[config.mk]
export PLATFORM = sky130hd
export DESIGN_NAME = tdm_demux
export DESIGN_NICKNAME = d
export VERILOG_FILES = /design/src/rtl/tdm_demux_pkg.sv /design/src/rtl/decoder_onehot.sv /design/src/rtl/tdm_demux.sv
export SDC_FILE = /design/constraint.sdc
export NUM_CORES = 1
export LEC_CHECK = 0
export CORE_MARGIN = 5
export CORE_UTILIZATION = 47
export CTS_BUF_LIST = sky130_fd_sc_hd__clkbuf_8
export CTS_CLUSTER_SIZE = 16
export DETAILED_ROUTE_END_ITERATION = 10
export GPL_ROUTABILITY_DRIVEN = 1
export GPL_TIMING_DRIVEN = 0
export PLACE_DENSITY = 0.88
export SYNTH_ARGS = -nofsm -noshare
export SYNTH_HDL_FRONTEND = slang
export SYNTH_SLANG_ARGS = --single-unit
[constraint.sdc]
create_clock -name clk -period 2.3 [get_ports clk]
set_clock_uncertainty 0.05 [all_clocks]
set_input_delay 0.46 -clock clk [delete_from_list [all_inputs] [get_ports clk]]
set_output_delay 0.46 -clock clk [all_outputs]
set_load 0.03 [all_outputs]
[src/rtl/tdm_demux_pkg.sv]
// Shared definitions for the TDM demux: FSM state encoding used by the demux
// and by future mux-side TDM blocks.
package tdm_demux_pkg;

   typedef enum logic {
      ST_IDLE = 1'b0,
      ST_RUN  = 1'b1
   } state_t;

endpackage

[src/rtl/decoder_onehot.sv]
// Binary-to-one-hot decoder: bit k of onehot is set when sel equals k.
// Codes at or above CHANNELS decode to all zeros.
module decoder_onehot #(
   parameter int SEL_W    = 2,
   parameter int CHANNELS = 4
) (
   input  logic [SEL_W-1:0]    sel,
   output logic [CHANNELS-1:0] onehot
);

   always_comb begin
      onehot = '0;
      for (int k = 0; k < CHANNELS; k++) begin
         if (sel == SEL_W'(k)) onehot[k] = 1'b1;
      end
   end

endmodule

[src/rtl/tdm_demux.sv]
// Time-division demultiplexer: frame_sync marks channel 0, later beats fill the
// channels round-robin, and short or unsynchronised frames raise sync_err.
module tdm_demux
   import tdm_demux_pkg::*;
#(
   parameter int WIDTH    = 8,
   parameter int CHANNELS = 4,
   parameter int SEL_W    = 2
) (
   input  logic                      clk,
   input  logic                      reset,
   input  logic [WIDTH-1:0]          in_data,
   input  logic                      in_valid,
   input  logic                      frame_sync,
   output logic [CHANNELS*WIDTH-1:0] out_data,
   output logic [CHANNELS-1:0]       out_valid,
   output logic [SEL_W-1:0]          channel,
   output logic                      frame_done,
   output logic                      sync_err,
   output logic                      busy,
   output state_t                    state
);

   // Input handshake: a beat is any cycle with in_valid=1; there is no ready,
   // every beat is consumed the cycle it is presented (written or dropped).

   localparam logic [SEL_W-1:0] LAST_CH = SEL_W'(CHANNELS - 1);

   logic [SEL_W-1:0]    wr_sel;
   logic [CHANNELS-1:0] sel_onehot;
   logic [CHANNELS-1:0] wr_en;
   logic                accept;

   // A sync beat always restarts at channel 0; otherwise only a running,
   // mid-frame pointer accepts the beat.
   assign wr_sel = frame_sync ? '0 : channel;
   assign accept = in_valid && (frame_sync || (state == ST_RUN && channel != '0));
   assign wr_en  = sel_onehot & {CHANNELS{accept}};
   assign busy   = (state == ST_RUN);

   decoder_onehot #(
      .SEL_W    (SEL_W),
      .CHANNELS (CHANNELS)
   ) u_decoder (
      .sel    (wr_sel),
      .onehot (sel_onehot)
   );

   always_ff @(posedge clk or posedge reset) begin
      if (reset) begin
         out_data   <= '0;
         out_valid  <= '0;
         channel    <= '0;
         frame_done <= 1'b0;
         sync_err   <= 1'b0;
         state      <= ST_IDLE;
      end else begin
         out_valid  <= wr_en;
         frame_done <= 1'b0;
         sync_err   <= 1'b0;
         for (int k = 0; k < CHANNELS; k++) begin
            if (wr_en[k]) out_data[k*WIDTH +: WIDTH] <= in_data;
         end
         if (in_valid) begin
            case (state)
               ST_IDLE: begin
                  if (frame_sync) begin
                     channel <= SEL_W'(1);
                     state   <= ST_RUN;
                  end
               end
               ST_RUN: begin
                  if (frame_sync) begin
                     // Sync arriving mid-frame abandons the partial frame.
                     sync_err <= (channel != '0);
                     channel  <= SEL_W'(1);
                  end else if (channel == '0) begin
                     sync_err <= 1'b1;
                     state    <= ST_IDLE;
                  end else if (channel == LAST_CH) begin
                     frame_done <= 1'b1;
                     channel    <= '0;
                  end else begin
                     channel <= channel + SEL_W'(1);
                  end
               end
               default: state <= ST_IDLE;
            endcase
         end
      end
   end

endmodule

Word-level counts from Yosys, hierarchy flattened --
Index checks and enable logic that the tools add are counted.
Storage, ports and cells: logic and storage cells 48, bits of input ports 12, output and inout port bits 42, flip-flop bits (word level) 41
Cells by class: $add $sub $neg 1, reduce and logical (&&, ||, !) cells 7, bitwise logic cells 2, muxes and demuxes 23, equality and inequality tests 6
Operators with widths (count):
- 1-bit two-way mux | 16
- 2-bit two-way mux | 5
- 2-bit equality test (second input constant) | 3
- 4-bit AND | 1
- 2-bit logical NOT | 2
- 2-bit case mux with 2 select lines | 1
- 3-bit inequality test (second input constant) | 1
- 3-bit AND reduction | 1
- 2-bit by 1-bit adder with 2-bit output (second input constant) | 1
- 2-bit by 1-bit equality test with 1-bit output (second input constant) | 1
- 1-bit logical AND | 2
- 2-bit inequality test (second input constant) | 1
- 1-bit case mux with 2 select lines | 1
- 2-bit nonzero test | 1
- 1-bit logical OR | 1
- 1-bit NOT | 1

Longest topological paths before layout --
depth in word-level cells 6, depth in mapped cells 6, mapped depth without buffers 5

By module --
A second synthesis with hierarchy kept.
Unflattened totals: cell total of the unflattened synthesis 108, area, all modules 1707.9 um^2
Modules (own cells, without submodules):
- tdm_demux | instances 1, area an instance 1681.6 um^2, seq. area each 1026.0 um^2, cells an instance 104
- decoder_onehot | instances 1, area an instance 26.3 um^2, seq. area each 0.0 um^2, cells an instance 4

Worst setup path before layout --
OpenSTA, ideal clock, no wires.
kind register to register, start register channel[0], end register out_data[24], setup time 125 ps, buffers on the path 1, data required time 2125 ps, path slack 185 ps, arrival time 1940 ps, clock period less this slack 2115 ps, stages on the path, launching flop included 7, cells stage by stage dfrtp_1 > inv_1 > ha_1 > and4bb_4 > and3_4 > buf_6 > mux2_4
Between the ends: longest elaborated chain between the ends 5, elaborated cells on any way between the ends 8, those cells by class eq/ne: 1; mux: 2; bitwise: 1; reduce/logical: 4
Ends and longest elaborated chain:
- from (decl) | line tdm_demux.sv:17 | output logic [SEL_W-1:0] channel,
- from (signal assigned) | line tdm_demux.sv:84 | channel <= channel + SEL_W'(1);
- branches (longest 4 deep; another with 2-bit two-way mux)
- 4-bit AND (*) | line tdm_demux.sv:38 | assign wr_en = sel_onehot & {CHANNELS{accept}};
- named net wr_en[3] | line tdm_demux.sv:31 | logic [CHANNELS-1:0] wr_en;
- to (signal, indexed assignment) | line tdm_demux.sv:62 | if (wr_en[k]) out_data[k*WIDTH +: WIDTH] <= in_data;
- to (decl) | line tdm_demux.sv:15 | output logic [CHANNELS*WIDTH-1:0] out_data,
Mark *: on every way through the listed nets, which the timed path passes. A chain may end at the register's enable or synchronous reset.

Worst setup path in the final report --
start register channel[0], end register out_data[29]
The elaborated chain is that of the path after synthesis.

==> summary.md <==
| Metric | Value |
|---|---|
| Die area | `4780 um2` |
| Synth top area share | `0.624` |
| Worst Max-Slew Pin Slew | `804 ps` |
| Num Clock Sinks | `41` |
| Routability Congestion | `0.702` |
| Worst path max stage delay | `500 ps` |
| Setup bufs post-CTS | `0` |
| GRT overflow | `0` |
| Final #Nets | `179` |
| CTS tree | `built` |
| Area of the multi-input gates | `568 um2` |
| Row cnt | `21` |
| Period utilization | `0.903` |
| Main combinational cell family by area after synthesis | `multiplexers` |
| Arrival time worst endpoint | `2200 ps` |
| Largest cells by area after synthesis | `dfrtp_1 (62%), mux2_2 (16%), mux2_4 (7.3%)` |
| Crit-path cells | `inv_1, ha_1, and4bb_4, and3_4, buf_6, mux2_4` |
| Final setup fails | `0` |
| Root buffer cell | `clkbuf_8` |
| Reg2reg path depth | `6` |
| Vias in the first global route | `1,142` |
| R2R Path End | `out_data[29]` |
| Initial drt markers | `49` |
| Worst Setup End Kind | `register` |
| Length of routed met2 wiring | `1.92 mm` |
| Highest metal used | `met4` |
| WL met3 | `203 um` |
| Initial Utilization | `0.489` |
| Pre-antenna DRT Iters | `4` |
| Metal1 wirelength | `1.38 mm` |
| Setup TNS | `0 ps` |
| Detailed Place HPWL | `2.63 mm` |
| Post-Route Utilization | `0.695` |
| Worst r2r src | `channel[0]` |
| Slew Viols, Final | `0` |
| Core ar. | `3360 um2` |
| Post-Synth Simple-Gate Area | `0.0540` |
| Post-route ant nets | `0` |
| Post_cts resized | `0` |
| Remaining DRCs | `0` |
| Hold Crit Endpoint | `busy` |
| Initial antenna violation count | `0` |
| Die X | `69.1 um` |
| Reg area | `1030 um2` |
| DR WL/cell | `16.8 um` |
| First-pass GRT wire length | `5.59 mm` |
| Synthesized flop and latch total | `41` |
| Slowest CP cell | `dfrtp_1` |
| CTS Buf Count | `5` |
| Yosys top cell by area | `dfrtp_1` |
| Via Count | `1,045` |
| Skew-Pair Late Insertion Delay | `290 ps` |
| Sequential fraction of the synthesis area | `0.624` |
| Unrepaired setup endpoints after global routing | `false` |
| Mux cell area share after synthesis | `0.237` |
| Min-Delay Path Depth | `2` |
| CP Data Required Time | `2420 ps` |
| Critical path type | `reg -> reg` |
| Total Power | `3400 uW` |
| Layout cells sized above 1 | `0.297` |
| # IOs | `54` |
| Status | `completed` |
| Netlist area before placement | `1640 um2` |
| N_diodes | `0` |
| Area growth from synthesis to layout | `42.2%` |
| Avg Inst Size Synth | `15.7 um2` |
| Post-Syn Instances | `105` |
| Clock Path Buffers | `2` |
| Net Count, Synth | `120` |
| Largest net degree at the start of global routing | `42` |
| Worst vdd ir | `0.000729 V` |
| Buffers on Ports | `52` |
| Final hold viol count | `0` |
| Clock transition at path regs | `70 ps` |
| Min-delay src | `in_valid` |
| Number of fill cells | `254` |
| Rel. slew slack | `0.463` |
| Worst-path maximum fanout | `9` |
| # hold bufs at CTS | `0` |
| Yosys cell types | `23` |
| Pleak | `0.00106 uW` |
| Period minus WS final | `2080 ps` |
| Vias per std cell | `4.95` |
| Gr usage total | `0.150` |
| R2R Setup Slk | `220 ps` |
| Max cap viols | `0` |
| Post-synthesis xor/xnor area fraction | `0` |
| PD cells | `1450 nW/um2` |
| Final WL | `3.55 mm` |
| Compound-cell area share of the yosys netlist | `0.0312` |
| Yosys warnings | `0` |
| H-tree depth | `2` |
| Die Ht | `69.1 um` |
| Adder-cell share of the synthesized area | `0.0228` |
| Min-Delay Path Class | `in -> reg` |
| Max Fclk | `481 MHz` |
| CP startpoint kind | `register` |
report_power, final:
part	internal [uW]	switching [uW]	total [uW]
clock network	349	230	579
logic	775	880	1660
registers	984	183	1170
critical path: cells and delay by family (launching register included):
kind	cells	cell delay [ps]
buffers and inverters	2	270
muxes	1	310
DFF	1	500
adders and majority gates	1	260
and+or+nand+nor	2	560
cells in the mapped netlist (all sizes together):
cell and number:
dfrtp 41, mux2 32, inv 7, buf 3, ha 3, nand2 3, nand3 2, nor2 2
o21ai 2, a21o 1, a21oi 1, a22o 1, a31oi 1, and3 1, and4bb 1, nor2b 1
nor3b 1, nor4b 1, o2bb2ai 1
layer usage:
layer  up-vias  global-route usage
met5         -                   0
met4         0              0.0521
met3         6              0.0538
met2        33               0.272
met1       523               0.159
li1        483                   -
cell families (layout without fill, tap and decap cells):
kind of cell	after synthesis	in the layout
buffers and inverters	10	70
AO/OA/AOI/OAI	7	7
flip-flops	41	41
AND/OR/NAND/NOR	12	12
adder cells (fa/ha/maj)	3	3
multiplexers	32	32
flip-flops by register name, indices dropped and copies added, names as in the netlist:
signal      count
busy            1
channel         2
frame_done      1
out_data       32
out_valid       4
sync_err        1
area by class of cell:
| cell class | instances | share of cell area |
|---|---|---|
| multi-input cells | 54 | 0.243 |
| clock inverters | 2 | 0.0144 |
| clock buffers | 6 | 0.0353 |
| inverters | 7 | 0.0112 |
| flip-flops and latches | 41 | 0.439 |
| repair buffers | 52 | 0.223 |
| well taps | 46 | 0.0246 |
| plain buffers | 3 | 0.0102 |
worst max-delay path by stage:
stage	start	depth (start not counted)	slack (ps)	endpoint
after floorplan	channel[0]	6	180	out_data[24]
after global placement	reset	2	110	out_data[23]
after detailed placement	frame_sync	5	70	out_data[29]
after CTS	channel[0]	6	210	out_data[29]
after global routing	channel[0]	6	160	out_data[29]
final	channel[0]	6	220	out_data[29]
cells in the final DEF, fill, tap and decap left out:
cell type / synthesis / final
buf_4: 1 / 1
clkbuf_8: 0 / 6
nand3_2: 2 / 2
nor2b_1: 1 / 1
o2bb2ai_1: 1 / 1
ha_1: 3 / 3
nand2_1: 3 / 3
clkdlybuf4s50_1: 0 / 52
o21ai_0: 1 / 1
inv_1: 7 / 7
mux2_4: 8 / 8
nor2_1: 2 / 2
o21ai_2: 1 / 1
nor3b_1: 1 / 1
bufinv_16: 0 / 1
a31oi_1: 1 / 1
and4bb_4: 1 / 1
dfrtp_1: 41 / 41
buf_6: 1 / 1
mux2_2: 24 / 24
and3_4: 1 / 1
inv_2: 0 / 1
a22o_1: 1 / 1
a21o_2: 1 / 1
nor4b_1: 1 / 1
a21oi_1: 1 / 1
buf_2: 1 / 1
stage by stage:
stage          instance area [um2]  hold WS, ps  setup slack (ps)  instances
2_1_floorplan                 1640          480               185        105
3_3_place_gp                  2220          440               110        203
3_5_place_dp                  2220          443              74.0        203
4_1_cts                       2340          422               205        211
5_1_grt                       2340          451               161        211
6_report                      2340          425               222        211
Note: power is estimated with default switching activity, not from simulation.
